--- src/rtl/pipelined_fadd.sv ---
// Four-stage IEEE-754 single-precision adder/subtractor (unpack, align, add, normalize/round/pack).
// Define PFADD_RNE_EN for round-to-nearest-even; otherwise results truncate and overflow saturates.
module pipelined_fadd (
   input  logic        clk,
   input  logic        rst,
   input  logic [31:0] A,
   input  logic [31:0] B,
   input  logic        operation,
   output logic [31:0] result
);

   localparam logic [31:0] QNAN = 32'h7FC00000;

   // Leading-zero count of a 27-bit mantissa; highest set bit wins.
   function automatic logic [4:0] lzc27(input logic [26:0] v);
      logic [4:0] n;
      n = 5'd27;
      for (int i = 0; i < 27; i++) begin
         if (v[i]) begin
            n = 5'(26 - i);
         end else begin
            n = n;
         end
      end
      return n;
   endfunction

   // ---------------- S1: unpack, classify, order by magnitude ----------------
   logic        sa_s, sb_s, a_nan_s, b_nan_s, a_inf_s, b_inf_s, a_ge_b_s;
   logic [7:0]  ea_s, eb_s;
   logic [23:0] ma_s, mb_s;
   logic [30:0] mag_a_s, mag_b_s;
   logic        spec_s;
   logic [31:0] spec_val_s;

   logic        s1_spec_r, s1_sign_r, s1_sub_r, s1_bz_r, s1_zsign_r;
   logic [31:0] s1_spec_val_r;
   logic [7:0]  s1_ebig_r, s1_esml_r;
   logic [23:0] s1_mbig_r, s1_msml_r;

   // Operand unpack and special-value classification.
   always_comb begin
      sa_s     = A[31];
      sb_s     = B[31] ^ operation;
      ea_s     = A[30:23];
      eb_s     = B[30:23];
      ma_s     = (ea_s == 8'd0) ? 24'd0 : {1'b1, A[22:0]};
      mb_s     = (eb_s == 8'd0) ? 24'd0 : {1'b1, B[22:0]};
      mag_a_s  = (ea_s == 8'd0) ? 31'd0 : A[30:0];
      mag_b_s  = (eb_s == 8'd0) ? 31'd0 : B[30:0];
      a_ge_b_s = (mag_a_s >= mag_b_s);
      a_nan_s  = (ea_s == 8'hFF) && (A[22:0] != 23'd0);
      b_nan_s  = (eb_s == 8'hFF) && (B[22:0] != 23'd0);
      a_inf_s  = (ea_s == 8'hFF) && (A[22:0] == 23'd0);
      b_inf_s  = (eb_s == 8'hFF) && (B[22:0] == 23'd0);
      spec_s     = 1'b1;
      spec_val_s = QNAN;
      if (a_nan_s || b_nan_s) begin
         spec_val_s = QNAN;
      end else if (a_inf_s && b_inf_s) begin
         spec_val_s = (sa_s == sb_s) ? {sa_s, 8'hFF, 23'd0} : QNAN;
      end else if (a_inf_s) begin
         spec_val_s = {sa_s, 8'hFF, 23'd0};
      end else if (b_inf_s) begin
         spec_val_s = {sb_s, 8'hFF, 23'd0};
      end else begin
         spec_s     = 1'b0;
         spec_val_s = 32'd0;
      end
   end

   // Stage-1 register: larger-magnitude operand is placed first.
   always_ff @(posedge clk or posedge rst) begin
      if (rst) begin
         s1_spec_r     <= 1'b0;
         s1_spec_val_r <= 32'd0;
         s1_sign_r     <= 1'b0;
         s1_sub_r      <= 1'b0;
         s1_bz_r       <= 1'b0;
         s1_zsign_r    <= 1'b0;
         s1_ebig_r     <= 8'd0;
         s1_esml_r     <= 8'd0;
         s1_mbig_r     <= 24'd0;
         s1_msml_r     <= 24'd0;
      end else begin
         s1_spec_r     <= spec_s;
         s1_spec_val_r <= spec_val_s;
         s1_sub_r      <= sa_s ^ sb_s;
         s1_bz_r       <= (ea_s == 8'd0) && (eb_s == 8'd0);
         s1_zsign_r    <= sa_s & sb_s;
         if (a_ge_b_s) begin
            s1_sign_r <= sa_s;
            s1_ebig_r <= ea_s;
            s1_esml_r <= eb_s;
            s1_mbig_r <= ma_s;
            s1_msml_r <= mb_s;
         end else begin
            s1_sign_r <= sb_s;
            s1_ebig_r <= eb_s;
            s1_esml_r <= ea_s;
            s1_mbig_r <= mb_s;
            s1_msml_r <= ma_s;
         end
      end
   end

   // ---------------- S2: align smaller mantissa ----------------
   logic [7:0]  d_s;
   logic [49:0] sh_s;
   logic [26:0] algn_s;

   logic        s2_spec_r, s2_sign_r, s2_sub_r, s2_bz_r, s2_zsign_r;
   logic [31:0] s2_spec_val_r;
   logic [7:0]  s2_exp_r;
   logic [26:0] s2_mbig_r, s2_msml_r;

   // Right shift keeping guard/round in the low field and OR-ing the rest into sticky.
   always_comb begin
      d_s  = s1_ebig_r - s1_esml_r;
      sh_s = {s1_msml_r, 26'd0} >> d_s;
      if (d_s >= 8'd26) begin
         algn_s = {26'd0, |s1_msml_r};
      end else begin
         algn_s = {sh_s[49:24], |sh_s[23:0]};
      end
   end

   // Stage-2 register.
   always_ff @(posedge clk or posedge rst) begin
      if (rst) begin
         s2_spec_r     <= 1'b0;
         s2_spec_val_r <= 32'd0;
         s2_sign_r     <= 1'b0;
         s2_sub_r      <= 1'b0;
         s2_bz_r       <= 1'b0;
         s2_zsign_r    <= 1'b0;
         s2_exp_r      <= 8'd0;
         s2_mbig_r     <= 27'd0;
         s2_msml_r     <= 27'd0;
      end else begin
         s2_spec_r     <= s1_spec_r;
         s2_spec_val_r <= s1_spec_val_r;
         s2_sign_r     <= s1_sign_r;
         s2_sub_r      <= s1_sub_r;
         s2_bz_r       <= s1_bz_r;
         s2_zsign_r    <= s1_zsign_r;
         s2_exp_r      <= s1_ebig_r;
         s2_mbig_r     <= {s1_mbig_r, 3'b000};
         s2_msml_r     <= algn_s;
      end
   end

   // ---------------- S3: add or subtract magnitudes ----------------
   logic [27:0] sum_s;

   logic        s3_spec_r, s3_sign_r, s3_bz_r, s3_zsign_r;
   logic [31:0] s3_spec_val_r;
   logic [7:0]  s3_exp_r;
   logic [27:0] s3_sum_r;

   // Larger minus smaller never goes negative because of the S1 ordering.
   always_comb begin
      if (s2_sub_r) begin
         sum_s = {1'b0, s2_mbig_r} - {1'b0, s2_msml_r};
      end else begin
         sum_s = {1'b0, s2_mbig_r} + {1'b0, s2_msml_r};
      end
   end

   // Stage-3 register.
   always_ff @(posedge clk or posedge rst) begin
      if (rst) begin
         s3_spec_r     <= 1'b0;
         s3_spec_val_r <= 32'd0;
         s3_sign_r     <= 1'b0;
         s3_bz_r       <= 1'b0;
         s3_zsign_r    <= 1'b0;
         s3_exp_r      <= 8'd0;
         s3_sum_r      <= 28'd0;
      end else begin
         s3_spec_r     <= s2_spec_r;
         s3_spec_val_r <= s2_spec_val_r;
         s3_sign_r     <= s2_sign_r;
         s3_bz_r       <= s2_bz_r;
         s3_zsign_r    <= s2_zsign_r;
         s3_exp_r      <= s2_exp_r;
         s3_sum_r      <= sum_s;
      end
   end

   // ---------------- S4: normalize, round, pack ----------------
   logic [4:0]        lz_s;
   logic [26:0]       norm_s;
   logic signed [9:0] enorm_s, efin_s;
   logic              rup_s;
   logic [24:0]       rnd_s;
   logic [22:0]       frac_s;
   logic [31:0]       s4_val_s;

   // Normalization, rounding and final result selection.
   always_comb begin
      lz_s = lzc27(s3_sum_r[26:0]);
      if (s3_sum_r[27]) begin
         norm_s  = {s3_sum_r[27:2], s3_sum_r[1] | s3_sum_r[0]};
         enorm_s = $signed({2'b00, s3_exp_r}) + 10'sd1;
      end else begin
         norm_s  = s3_sum_r[26:0] << lz_s;
         enorm_s = $signed({2'b00, s3_exp_r}) - $signed({5'd0, lz_s});
      end
`ifdef PFADD_RNE_EN
      rup_s = norm_s[2] & (norm_s[1] | norm_s[0] | norm_s[3]);
`else
      rup_s = 1'b0;
`endif
      rnd_s = {1'b0, norm_s[26:3]} + {24'd0, rup_s};
      if (rnd_s[24]) begin
         efin_s = enorm_s + 10'sd1;
         frac_s = rnd_s[23:1];
      end else begin
         efin_s = enorm_s;
         frac_s = rnd_s[22:0];
      end

      if (s3_spec_r) begin
         s4_val_s = s3_spec_val_r;
      end else if (s3_sum_r == 28'd0) begin
         // Exact cancellation is +0; only two zero operands can keep a negative sign.
         s4_val_s = {s3_bz_r & s3_zsign_r, 31'd0};
      end else if (efin_s < 10'sd1) begin
         s4_val_s = {s3_sign_r, 31'd0};
      end else if (efin_s >= 10'sd255) begin
`ifdef PFADD_RNE_EN
         s4_val_s = {s3_sign_r, 8'hFF, 23'd0};
`else
         s4_val_s = {s3_sign_r, 8'hFE, 23'h7FFFFF};
`endif
      end else begin
         s4_val_s = {s3_sign_r, efin_s[7:0], frac_s};
      end
   end

   // Output register.
   always_ff @(posedge clk or posedge rst) begin
      if (rst) begin
         result <= 32'd0;
      end else begin
         result <= s4_val_s;
      end
   end

endmodule

--- config.mk ---
export PLATFORM = sky130hd
export DESIGN_NAME = pipelined_fadd
export DESIGN_NICKNAME = d
export VERILOG_FILES = /design/src/rtl/pipelined_fadd.sv
export SDC_FILE = /design/constraint.sdc
export NUM_CORES = 1
export LEC_CHECK = 0
export BUFFER_PORTS_ARGS = -buffer_cell sky130_fd_sc_hd__buf_2
export CAP_MARGIN = 25
export CORE_ASPECT_RATIO = 1.75
export CORE_MARGIN = 5
export CORE_UTILIZATION = 45
export DETAILED_ROUTE_END_ITERATION = 12
export PLACE_DENSITY = 0.67
export SLEW_MARGIN = 20
export SYNTH_ARGS = -nofsm -noshare
export SYNTH_HDL_FRONTEND = slang
export SYNTH_SLANG_ARGS = --single-unit
--- constraint.sdc ---
create_clock -name clk -period 7.8 [get_ports clk]
set_clock_uncertainty 0.15 [all_clocks]
set_input_delay 1.56 -clock clk [delete_from_list [all_inputs] [get_ports clk]]
set_output_delay 1.56 -clock clk [all_outputs]
set_load 0.05 [all_outputs]
After elaboration in Yosys (flattened, before gate mapping)
Index checks and enable logic that the tools add are counted.
Word-level totals
  flip-flop bits (word level): 301
  output and inout bits: 32
  word-level logic and storage cells: 115
Operators by class
  $add $sub $neg: 5
  order comparisons: 4
  equality and inequality tests: 3
  shifts and indexed selects: 2
  mux-type cells: 53
  bitwise operators: 5
  reduce and logical (&&, ||, !) cells: 16
Operators with widths (number)
  32-bit 2-to-1 mux: 7
  5-bit 2-to-1 mux: 26
  31-bit 2-to-1 mux: 4
  24-bit 2-to-1 mux: 4
  50-bit by 8-bit >> shifter with 50-bit output: 1
  24-bit OR reduction: 2
  23-bit zero test: 2
  23-bit nonzero test: 2
  31-bit >= comparator: 1
  27-bit by 27-bit adder with 28-bit output: 1
  28-bit zero test: 1
  28-bit 2-to-1 mux: 1
  27-bit by 27-bit subtractor with 28-bit output: 1
  27-bit 2-to-1 mux: 1
  27-bit by 5-bit << shifter with 26-bit output: 1
  26-bit 2-to-1 mux: 1
  8-bit equality test (second input constant): 2
  8-bit zero test: 2
  8-bit 2-to-1 mux: 2
  10-bit by 9-bit >= comparator with 1-bit output (second input constant): 1
  10-bit by 2-bit < comparator with 1-bit output (second input constant): 1
  10-bit 2-to-1 mux: 1
  8-bit by 1-bit adder with 9-bit output (second input constant): 1
  8-bit by 5-bit subtractor with 9-bit output: 1
  other kinds (9): 21

Longest topological paths before layout
Gate-level depths: netlist of the first run.
  depth after elaboration: 34
  gate-level depth with buffers: 19

Least setup slack after synthesis of the first run
No wires, ideal clock.
  kind: input to register
  start: input port A[23]
  end: register s1_ebig_r[3]
  setup time: 0.125 ns
  arrival time: 4.645 ns
  slack: 2.880 ns
  stages on the path: 16
  path buffers: 3
  path through: nor4_1 nand2_1 clkbuf_1 nand2_1 inv_1 ha_1 nand4_1 nor3_1 a221o_1 a21o_1 a21oi_1 nor2_1 a2111oi_0 buf_2 buf_4 mux2_2
Between the ends
  cells in the longest elaborated chain, start to end: 4
Ends and longest elaborated chain
  start: declaration: line 6  | input logic [31:0] A,
  8-bit zero test: line 49  | mag_a_s = (ea_s == 8'd0) ? 31'd0 : A[30:0];
  31-bit 2-to-1 mux (*): line 49
  31-bit >= comparator (*): line 51  | a_ge_b_s = (mag_a_s >= mag_b_s);
  8-bit 2-to-1 mux (*): line 91  | if (a_ge_b_s) begin
  end signal: assignment: line 93  | s1_ebig_r <= ea_s;
  end signal: assignment: line 99  | s1_ebig_r <= eb_s;
  end: declaration: line 38  | logic [7:0] s1_ebig_r, s1_esml_r;
Mark *: on every way between the ends. The rest lies on a longest branch, timed or not.

Worst setup path after layout of the first run
  start: register s3_sum_r[10]
  end: register result[17]
Between the ends
  cells in the longest elaborated chain, start to end: 24
  elaborated cells on any way between the ends: 28
  classes of those cells: add/sub (1); order compare (2); shift (1); mux (23); reduce/logical (1)
Ends and longest elaborated chain
  start: declaration: line 159  | logic [27:0] s3_sum_r;
  start signal: assignment: line 187  | s3_sum_r <= sum_s;
  5-bit 2-to-1 mux (17 in series): line 19  | if (v[i]) begin
  8-bit by 5-bit subtractor with 9-bit output: line 208  | enorm_s = $signed({2'b00, s3_exp_r}) - $signed({5'd0, lz_s});
  10-bit 2-to-1 mux: line 203  | if (s3_sum_r[27]) begin
  10-bit by 9-bit >= comparator with 1-bit output: line 231  | end else if (efin_s >= 10'sd255) begin
  31-bit 2-to-1 mux: line 231
  31-bit 2-to-1 mux: line 229  | end else if (efin_s < 10'sd1) begin
  32-bit 2-to-1 mux (*): line 226  | end else if (s3_sum_r == 28'd0) begin
  32-bit 2-to-1 mux (*): line 224  | if (s3_spec_r) begin
  via s4_val_s[17]: line 198  | logic [31:0] s4_val_s;
  end signal: assignment: line 247  | result <= s4_val_s;
  end: declaration: line 9  | output logic [31:0] result
Mark *: on every way through the listed nets, which the timed path passes. The rest lies on a longest branch.

==> results of run 1 <==
-- where the power goes --
| part | switching [uW] | internal, uW | leakage [uW] |
|---|---|---|---|
| clock network | 430 | 677 | 0.000373 |
| registers | 238 | 1320 | 0.00254 |
| logic | 1570 | 902 | 0.00430 |
-- worst max path at each step --
stage | from | end | cells after the start
4_1_cts | B[25] | s1_ebig_r[4] | 15
2_1_floorplan | rst | result[0] | 1
3_3_place_gp | B[27] | s1_mbig_r[23] | 15
3_5_place_dp | B[25] | s1_ebig_r[3] | 15
5_1_grt | s3_sum_r[10] | result[21] | 17
6_report | s3_sum_r[10] | result[17] | 16
-- layer usage --
layer	part of all wire, %	routed length (um)	track usage [%]	vias up
met2	57	23600	46.7	352
met5	0	0	0	-
met1	34	14000	23.1	5747
met4	6.3	2650	13.4	0
met3	3.4	1420	1.86	126
li1	-	-	-	5586
-- area by class of cell --
type | count | area [um2] | area share [%]
multi-input cells | 1101 | 8090 | 51.4
flip-flops and latches | 211 | 5280 | 33.5
repair buffers | 121 | 683 | 4.33
clock buffers | 27 | 598 | 3.79
well taps | 396 | 495 | 3.14
inverters | 115 | 442 | 2.80
clock inverters | 10 | 168 | 1.06
-- registers in the layout (all words and copies together), names as in the netlist, 8 cells and up --
signal,flops
s1_ebig_r,8
result,32
s2_msml_r,27
s1_msml_r,24
s3_exp_r,8
s1_mbig_r,24
s2_exp_r,8
s3_sum_r,28
s1_esml_r,8
s2_mbig_r,24
-- through the flow --
stage | std cells | total power [uW] | util (%) | cell area (um2) | setup slack [ps]
floorplan | 1509 | 3320 | - | 14100 | 324
detailed placement | 1943 | 4020 | 47.8 | 15000 | 1800
global placement | 1943 | 4000 | 47.8 | 15000 | 1830
global route | 1981 | 5430 | 50.3 | 15800 | 2170
CTS | 1980 | 5140 | 50.3 | 15700 | 2330
finish | 1981 | 5140 | 50.3 | 15800 | 2370
-- cells in the final DEF, fill, tap and decap left out, types with 14 or more instances in the layout --
cell type and instances:
a211oi_1 24, a21oi_1 88, a221oi_1 15, a31oi_1 18
buf_2 98, buf_4 21, clkbuf_16 21, dfrtp_1 211
ha_1 96, inv_1 112, mux2_2 37, mux2i_1 84
mux4_2 21, nand2_1 137, nand2b_1 14, nand3_1 18
nand4_1 17, nor2_1 125, nor3_1 37, nor4_1 35
o21a_1 16, o21ai_0 53, o21bai_1 16, o22ai_1 16
xnor2_1 32
-- kinds of logic (layout without fill, tap and decap cells) --
logic type      Yosys count  in the layout  share of synthesized area (%)
xor+xnor                 42             42                           2.60
fa+ha+maj               100            100                           8.99
simple gates            449            449                           15.1
mux                     145            145                           12.6
compound gates          365            365                           17.9
buf+inv                 197            273                           5.58
flops                   211            211                           37.3
==> flow_summary.yaml, run 1 <==
status:
  outcome: "finished clean"
timing:
  setup_viol: 0
  worst_hold_slack_ps: 196
  rsz0062_at_grt: "no"
  drv_slew: 0
  finalCriticalPeriod_ps: 5430
  finalHoldViolations: 0
  relSlewSlack_pct: 30.3
  period_share_pct: 69.6
  fmax_mhz: 184
  worst_slew_pin_slew_ps: 1040
  setup_tns_ps: 0
critical_path:
  cp-start-kind: "register"
  worst_path_max_delay_cell: "a31o_2"
  crit_path_max_fanout: 25
  regToRegEndpoint: "result[17]"
  required_ps: 8070
  critPathKind: "reg -> reg"
  rr_startpoint: "s3_sum_r[10]"
  path_delay_family: "compound AO/OA/AOI/OAI gates"
  end_kind: "register"
  crit_arrival_ps: 5700
  reg2regPathDepth: 16
  cp_cell_sequence: "or2_1 > o41ai_1 > a21bo_1 > and2_1 > buf_4 > inv_2 > ha_1 > nor2b_1 > o31a_1 > o21bai_1 > or3b_2 > nor4_1 > a31o_2 > a21oi_1 > and3_1 > a21oi_1"
  r2r_setup_slack_ps: 2370
  crit_buf_inv: 2
  slowest_delay_ps: 600
  cp_common_cell: "a21oi_1"
clock_tree:
  h-tree-depth: 1
  ctsResizeCount: 0
  cts.clk_slew.worst_paths_ps: 60
  root_buffer: "clkbuf_16"
  cts_buffer_depth: 3
  cts_num_sinks: 211
  clock_latency_ps: 510
  cts_made_buffers: 21
  cts_tree: "yes"
  ctsHoldBuffers: 0
  post_cts_buffers: 0
yosys:
  yosysMostFrequentCell: "dfrtp_1"
  synth-edff-count: 0
  synthArstFlopShare_pct: 100
  synth_fp_nets: 1675
  yosysTopAreaCell: "dfrtp_1"
  ys.flop_type: "dfrtp_1"
  netlist-cell-type-count: 91
  netlist_top_cells_area: "dfrtp_1 37%, ha_1 8.5%, mux2i_1 5.9%"
  yosys_register_bits: 211
  postSynthCellCount: 1509
  ys_warn_count: 0
  syn_avg_cell_area_um2: 9.37
  ys_seq_area_share_pct: 37.3
  ys_top_cells_by_count: "211 x dfrtp_1, 137 x nand2_1, 125 x nor2_1"
  yosysTopAreaCellShare_pct: 37.3
  syn_area_um2: 14100
die:
  start_util_pct: 45.2
  core_area_um2: 31300
  dieArea_um2: 35200
  io_pins: 99
  die_w_um: 144
  rows: 86
  die_h_um: 244
power_and_ir_drop:
  leakagePower_uw: 0.00721
  powerDensity_nw_per_um2: 326
  vdd_ir_drop_max_mv: 0.284
grt:
  grt_max_degree: 118
  antenna_found_initial: 0
  grt_pass1_vias: 12269
  grt_pass1_wl_um: 65700
  grt_overflow: 0
  grt_usage_pct: 23.6
worst_hold_path:
  min_from: "s1_bz_r"
  min_to: "s2_bz_r"
  hp-class: "reg -> reg"
  holdPathStages: 0
detailed_routing:
  wl_per_cell_um: 21.0
  drtPass1Iterations: 9
  drc_errors: 0
  via_count: 11811
  ant_nets: 0
  drt_iter0_markers: 694
  vias_per_cell: 5.96
  wl_um: 41700
cells_and_area:
  area_delta_synth_final_pct: 11.5
  fillers: 2919
  diodes: 0
  drive_gt1_share_pct: 15.8
  nets: 1737
job:
  maxCapViolations: 0
place:
  gp_congestion: 0.969
  dpl.hpwl_um: 32900
  numPortBuffers: 98
Note: power is estimated with default switching activity, not from simulation.
==> run 2, diff against run 1 <==
--- a/config.mk
+++ b/config.mk
@@ -5,13 +5,14 @@
 export SDC_FILE = /design/constraint.sdc
 export NUM_CORES = 1
 export LEC_CHECK = 0
+export ABC_AREA = 1
 export BUFFER_PORTS_ARGS = -buffer_cell sky130_fd_sc_hd__buf_2
 export CAP_MARGIN = 25
 export CORE_ASPECT_RATIO = 1.75
 export CORE_MARGIN = 5
 export CORE_UTILIZATION = 45
 export DETAILED_ROUTE_END_ITERATION = 12
-export PLACE_DENSITY = 0.67
+export PLACE_DENSITY = 0.64
 export SLEW_MARGIN = 20
 export SYNTH_ARGS = -nofsm -noshare
 export SYNTH_HDL_FRONTEND = slang
==> constraint.sdc (replaced) <==
create_clock -name clk -period 5.3 [get_ports clk]
set_clock_uncertainty 0.15 [all_clocks]
set_input_delay 1.06 -clock clk [delete_from_list [all_inputs] [get_ports clk]]
set_output_delay 1.06 -clock clk [all_outputs]
set_load 0.05 [all_outputs]
==> flow_summary.yaml, run 2 <==
status:
  outcome: "finished clean"
yosys:
  syn_avg_cell_area_um2: 7.27
  synth_compound_area_share_pct: 13.9
  syn_area_um2: 14000
  synthArstFlopShare_pct: 100
  yosysTopAreaCellShare_pct: 37.6
  yosys_register_bits: 211
  synth_fp_nets: 2099
  netlist-cell-type-count: 57
  synth-edff-count: 0
  yosysMostFrequentCell: "nand2_1"
  synth-simple-area-share_pct: 27.9
  ys_warn_count: 0
  ys.flop_type: "dfrtp_1"
  yosysTopAreaCell: "dfrtp_1"
  postSynthCellCount: 1933
  ys_top_cells_by_count: "494 x nand2_1, 223 x inv_1, 211 x dfrtp_1"
  ys_seq_area_share_pct: 37.6
  synth_mux_area_share_pct: 0.285
  synth_top_family_by_area: "simple AND/OR/NAND/NOR gates"
  synth_fa_ha_area_share_pct: 8.98
  synthXorXnorAreaFrac_pct: 2.06
  netlist_top_cells_area: "dfrtp_1 38%, nand2_1 13%, ha_1 8.6%"
critical_path:
  r2r_setup_slack_ps: 480
  crit_arrival_ps: 5060
  reg2regPathDepth: 40
  rr_startpoint: "s3_sum_r[0]"
  required_ps: 5540
  cp_common_cell: "nand2_1"
  critPathLaunch: "s3_sum_r[0]"
  critPathKind: "reg -> reg"
  cp-start-kind: "register"
  end_kind: "register"
  cp-endpoint: "result[0]"
  worst_path_max_delay_cell: "dfrtp_1"
  slowest_delay_ps: 470
  regToRegEndpoint: "result[0]"
  crit_path_max_fanout: 21
die:
  rows: 85
  core_area_um2: 30800
  io_pins: 99
  start_util_pct: 45.5
  die_h_um: 244
  dieArea_um2: 35000
  die_w_um: 144
timing:
  setup_viol: 0
  period_share_pct: 91.0
  drv_slew: 0
  fin_ws_ps: 476
  finalCriticalPeriod_ps: 4820
  setup_tns_ps: 0
  fmax_mhz: 207
  finalHoldViolations: 0
  worst_hold_slack_ps: 197
  rsz0062_at_grt: "no"
  worst_slew_pin_slew_ps: 926
  relSlewSlack_pct: 37.9
place:
  dpl.hpwl_um: 33200
  gp_congestion: 1.06
  dpl_worst_slack_ps: 409
  numPortBuffers: 98
job:
  maxCapViolations: 0
grt:
  grt_usage_pct: 23.2
  grt_overflow: 0
  antenna_found_initial: 0
  grt_pass1_vias: 13241
  grt_pass1_wl_um: 65000
  grt_max_degree: 146
detailed_routing:
  wl_per_cell_um: 16.8
  drc_errors: 0
  wl_um: 40300
  vias_per_cell: 5.41
  ant_nets: 0
  drtPass1Iterations: 6
  drt_iter0_markers: 512
  via_count: 12972
clock_tree:
  cts_num_sinks: 211
  clock_latency_ps: 510
  h-tree-depth: 1
  cts_tree: "yes"
  cts_made_buffers: 21
  cts_buffer_depth: 3
  post_cts_buffers: 0
  cts.clk_slew.worst_paths_ps: 70
  root_buffer: "clkbuf_16"
cells_and_area:
  final_cell_mix: "494 x nand2_1, 222 x inv_1, 211 x dfrtp_1, 196 x nand3_1, 131 x nor2_1"
  layout_commonest_cell: "nand2_1"
  top_regs: "result (32), s3_sum_r (28), s2_msml_r (27)"
  diodes: 0
  nets: 2160
  area_delta_synth_final_pct: 11.0
  largest-register: "result"
  drive_gt1_share_pct: 10.1
  largest_reg_flops: 32
worst_hold_path:
  hp-class: "reg -> reg"
power_and_ir_drop:
  powerDensity_nw_per_um2: 512
  leakagePower_uw: 0.00800
  vdd_ir_drop_max_mv: 0.459
## run 2: cell types whose count changed in the layout (fill, tap and decap cells not counted), moves of 29 or more
cell     delta
inv_1     +110
nand2_1   +357
a21oi_1    +31
o21ai_0    +42
nand3_1   +178
xnor2_1    -29
mux2_2     -37
mux2i_1    -80
## run 2: cell type report
cell class	count	area, um2
Clock buffer	25	551
Clock inverter	12	136
Fill cell	3108	15200
Inverter	236	892
Multi-Input combinational cell	1395	7480
Sequential cell	211	5280
Tap cell	391	489
Timing Repair Buffer	129	761
## run 2: kinds of logic (layout without fill, tap and decap cells)
logic type | Yosys count | in the layout
flip-flops | 211 | 211
AO/OA/AOI/OAI | 344 | 344
AND/OR/NAND/NOR | 915 | 915
buffers and inverters | 327 | 402
XOR/XNOR | 33 | 33
adder cells (fa/ha/maj) | 99 | 99
multiplexers | 4 | 4
## run 2: what timing repair did
| item | CTS | global route |
|---|---|---|
| setup endpoints to repair | 0 | 11 |
| hold buffers | 0 | 0 |
| resized for setup | 0 | 1 |
## run 2: worst min path at each step
stage                            from                end  slack (ps)  cells after the start
floorplan                     s1_bz_r            s2_bz_r         180                      0
global placement           s1_zsign_r         s2_zsign_r         180                      0
detailed placement        s2_exp_r[0]        s3_exp_r[0]         180                      0
CTS                         s2_sign_r          s3_sign_r         200                      0
global route        s1_spec_val_r[22]  s2_spec_val_r[22]         200                      0
finish                  s1_mbig_r[20]      s2_mbig_r[23]         200                      0
## run 2: power by group
part / total, uW / internal [uW] / switching [uW] / leakage (uW)
registers: 2240 / 1970 / 267 / 0.00258
logic: 4270 / 1280 / 2990 / 0.00510
clock network: 1480 / 849 / 626 / 0.000321
total: 7990 / 4110 / 3880 / 0.00800
## run 2: worst max-delay path, delay by kind of cell (launching register included)
family | cells | cell delay, ps
flops | 1 | 470
compound gates | 3 | 630
simple gates | 31 | 2330
buf+inv | 4 | 480
fa+ha+maj | 2 | 630
## run 2: per-stage QoR
stage	cell area, um2	utilization (%)	cells	power [uW]
after floorplan	14100	-	1933	5390
after global placement	14900	48.3	2362	6470
after detailed placement	14900	48.3	2362	6500
after CTS	15600	50.5	2399	8010
after global routing	15600	50.6	2399	8620
final	15600	50.6	2399	7990
## run 2: layer usage
| layer | global-route usage (%) | share of wire, % |
|---|---|---|
| met2 | 45.7 | 56 |
| met4 | 15.9 | 8.1 |
| met5 | 0 | 0 |
| met3 | 2.33 | 3.3 |
| met1 | 21.3 | 33 |
==> run 3, diff against run 2 <==
==> constraint.sdc (replaced) <==
create_clock -name clk -period 5.3 [get_ports clk]
set_clock_uncertainty 0.15 [all_clocks]
set_input_delay 0.265 -clock clk [delete_from_list [all_inputs] [get_ports clk]]
set_output_delay 0.265 -clock clk [all_outputs]
set_load 0.05 [all_outputs]
==> flow_summary.yaml, run 3 (synthesis results as in run 2) <==
status:
  outcome: "finished clean"
cells_and_area:
  final_cell_mix: "494 x nand2_1, 222 x inv_1, 211 x dfrtp_1, 196 x nand3_1, 130 x nor2_1"
  layout_commonest_cell: "nand2_1"
  diodes: 0
  multi_input_area_um2: 7490
  fillers: 3046
  largest-register: "result"
  stdcell_count: 2477
  largest_reg_flops: 32
  top_regs: "result (32), s3_sum_r (28), s2_msml_r (27)"
  seqCellArea_um2: 5280
  drive_gt1_share_pct: 9.40
  area_delta_synth_final_pct: 16.6
  nets: 2239
  final_util_pct: 53.1
grt:
  grt_overflow: 0
  grt_pass1_wl_um: 66800
  grt_pass1_vias: 13502
  grt_usage_pct: 23.9
  antenna_found_initial: 0
  grt_max_degree: 177
power_and_ir_drop:
  swShare_pct: 48.4
  power.total_uw: 8030
  powerDensity_nw_per_um2: 490
  vdd_ir_drop_max_mv: 0.390
  internal_power_uw: 4140
  switching_power_uw: 3890
  power_frac_seq_pct: 27.8
  p_comb_share_pct: 54.1
  leakagePower_uw: 0.00834
  p_clk_share_pct: 18.1
critical_path:
  r2r_setup_slack_ps: 520
  cp-start-kind: "input pin"
  crit_path_max_fanout: 23
  reg2regPathDepth: 41
  rr_startpoint: "s3_sum_r[1]"
  critPathKind: "in -> reg"
  end_kind: "register"
  required_ps: 5530
  crit_arrival_ps: 5070
  regToRegEndpoint: "result[6]"
die:
  rows: 85
  dieArea_um2: 35000
  die_h_um: 244
  io_pins: 99
  core_area_um2: 30800
  start_util_pct: 45.5
  die_w_um: 144
detailed_routing:
  drtPass1Iterations: 5
  drc_errors: 0
  wl_um: 41600
  via_count: 13394
  drt_iter0_markers: 426
  wl_per_cell_um: 16.8
  ant_nets: 0
  vias_per_cell: 5.41
place:
  dpl.hpwl_um: 33300
  dpl.cell_count: 2356
  dpl_worst_slack_ps: 478
  numPortBuffers: 98
  gp_congestion: 1.02
worst_hold_path:
  hp-class: "in -> reg"
  min_from: "B[3]"
  min_to: "s1_msml_r[3]"
  holdPathStages: 3
timing:
  relSlewSlack_pct: 39.4
  period_share_pct: 91.3
  fin_ws_ps: 460
  fmax_mhz: 207
  drv_slew: 0
  finalHoldViolations: 0
  finalCriticalPeriod_ps: 4840
  setup_viol: 0
  worst_slew_pin_slew_ps: 908
clock_tree:
  cts_made_buffers: 21
  root_buffer: "clkbuf_16"
  cts_num_sinks: 211
  cts_tree: "yes"
  clock_latency_ps: 520
  cts.clk_slew.worst_paths_ps: 60
  h-tree-depth: 1
  cts_buffer_depth: 3
job:
  maxCapViolations: 0
[run 3: area by class of cell]
type                       instances  share of cell area, %
inverter                         236                   5.45
tap                              391                   2.99
timing repair buffer             208                   9.57
clock inverter                    11                  0.771
sequential                       211                   32.2
multi-input combinational       1395                   45.7
clock buffer                      25                   3.30
[run 3: per-layer routing]
layer  vias to the layer above  share of wire, %  track usage, %
li1                       6657                 -               -
met1                      6202                33            22.0
met2                       383                56            46.9
met3                       152               3.5            2.37
met4                         0               8.3            16.5
met5                         -                 0               0
[run 3: power groups by stage]
stage	clock network, uW	logic, uW	registers [uW]
global route	1540	4860	2280
finish	1450	4350	2240
CTS	1490	4320	2240
global placement	0	4210	2260
floorplan	0	2790	2600
detailed placement	0	4240	2270
[run 3: metrics by stage]
stage	TNS, ps	hold slack, ps	area (um2)
after floorplan	0	181	14100
after global placement	0	183	14900
after detailed placement	0	185	14900
after CTS	0	5.20	16400
after global routing	-431	36.5	16400
final	0	21.2	16400
[run 3: how the worst max path moves through the flow]
stage                    endpoint   startpoint  cells past startpoint  slack (ps)
floorplan              result[15]  s3_sum_r[1]                     42        1050
global placement       result[15]  s3_sum_r[1]                     41         680
detailed placement     result[20]  s3_sum_r[1]                     41         480
CTS                    result[20]  s3_sum_r[1]                     41         450
global route            result[6]  s3_sum_r[1]                     41         -40
finish              s1_mbig_r[19]        A[24]                     24         460
[run 3: critical path: stages]
cell,delay (ps)
dlygate4sd3_1,540
buf_2,160
nor4_1,270
nand4_1,360
inv_1,410
nor2_1,110
ha_1,340
a21oi_1,130
o21ai_1,80
a21oi_1,130
nor2_1,50
a211o_1,230
a21oi_1,130
o21ai_0,110
nand3_1,80
nand2_1,60
nand4_1,80
o211ai_1,200
nand4_1,150
nand3_2,120
nand2_1,80
buf_4,270
o22ai_1,130
dlygate4sd3_1,590
[run 3: what timing repair did]
action / in CTS / in global routing
hold buffers: 84 / 0
hold endpoints to repair: 97 / 0
gates resized for setup: 0 / 2
setup endpoints to repair: 0 / 21
buffers inserted: 0 / 1
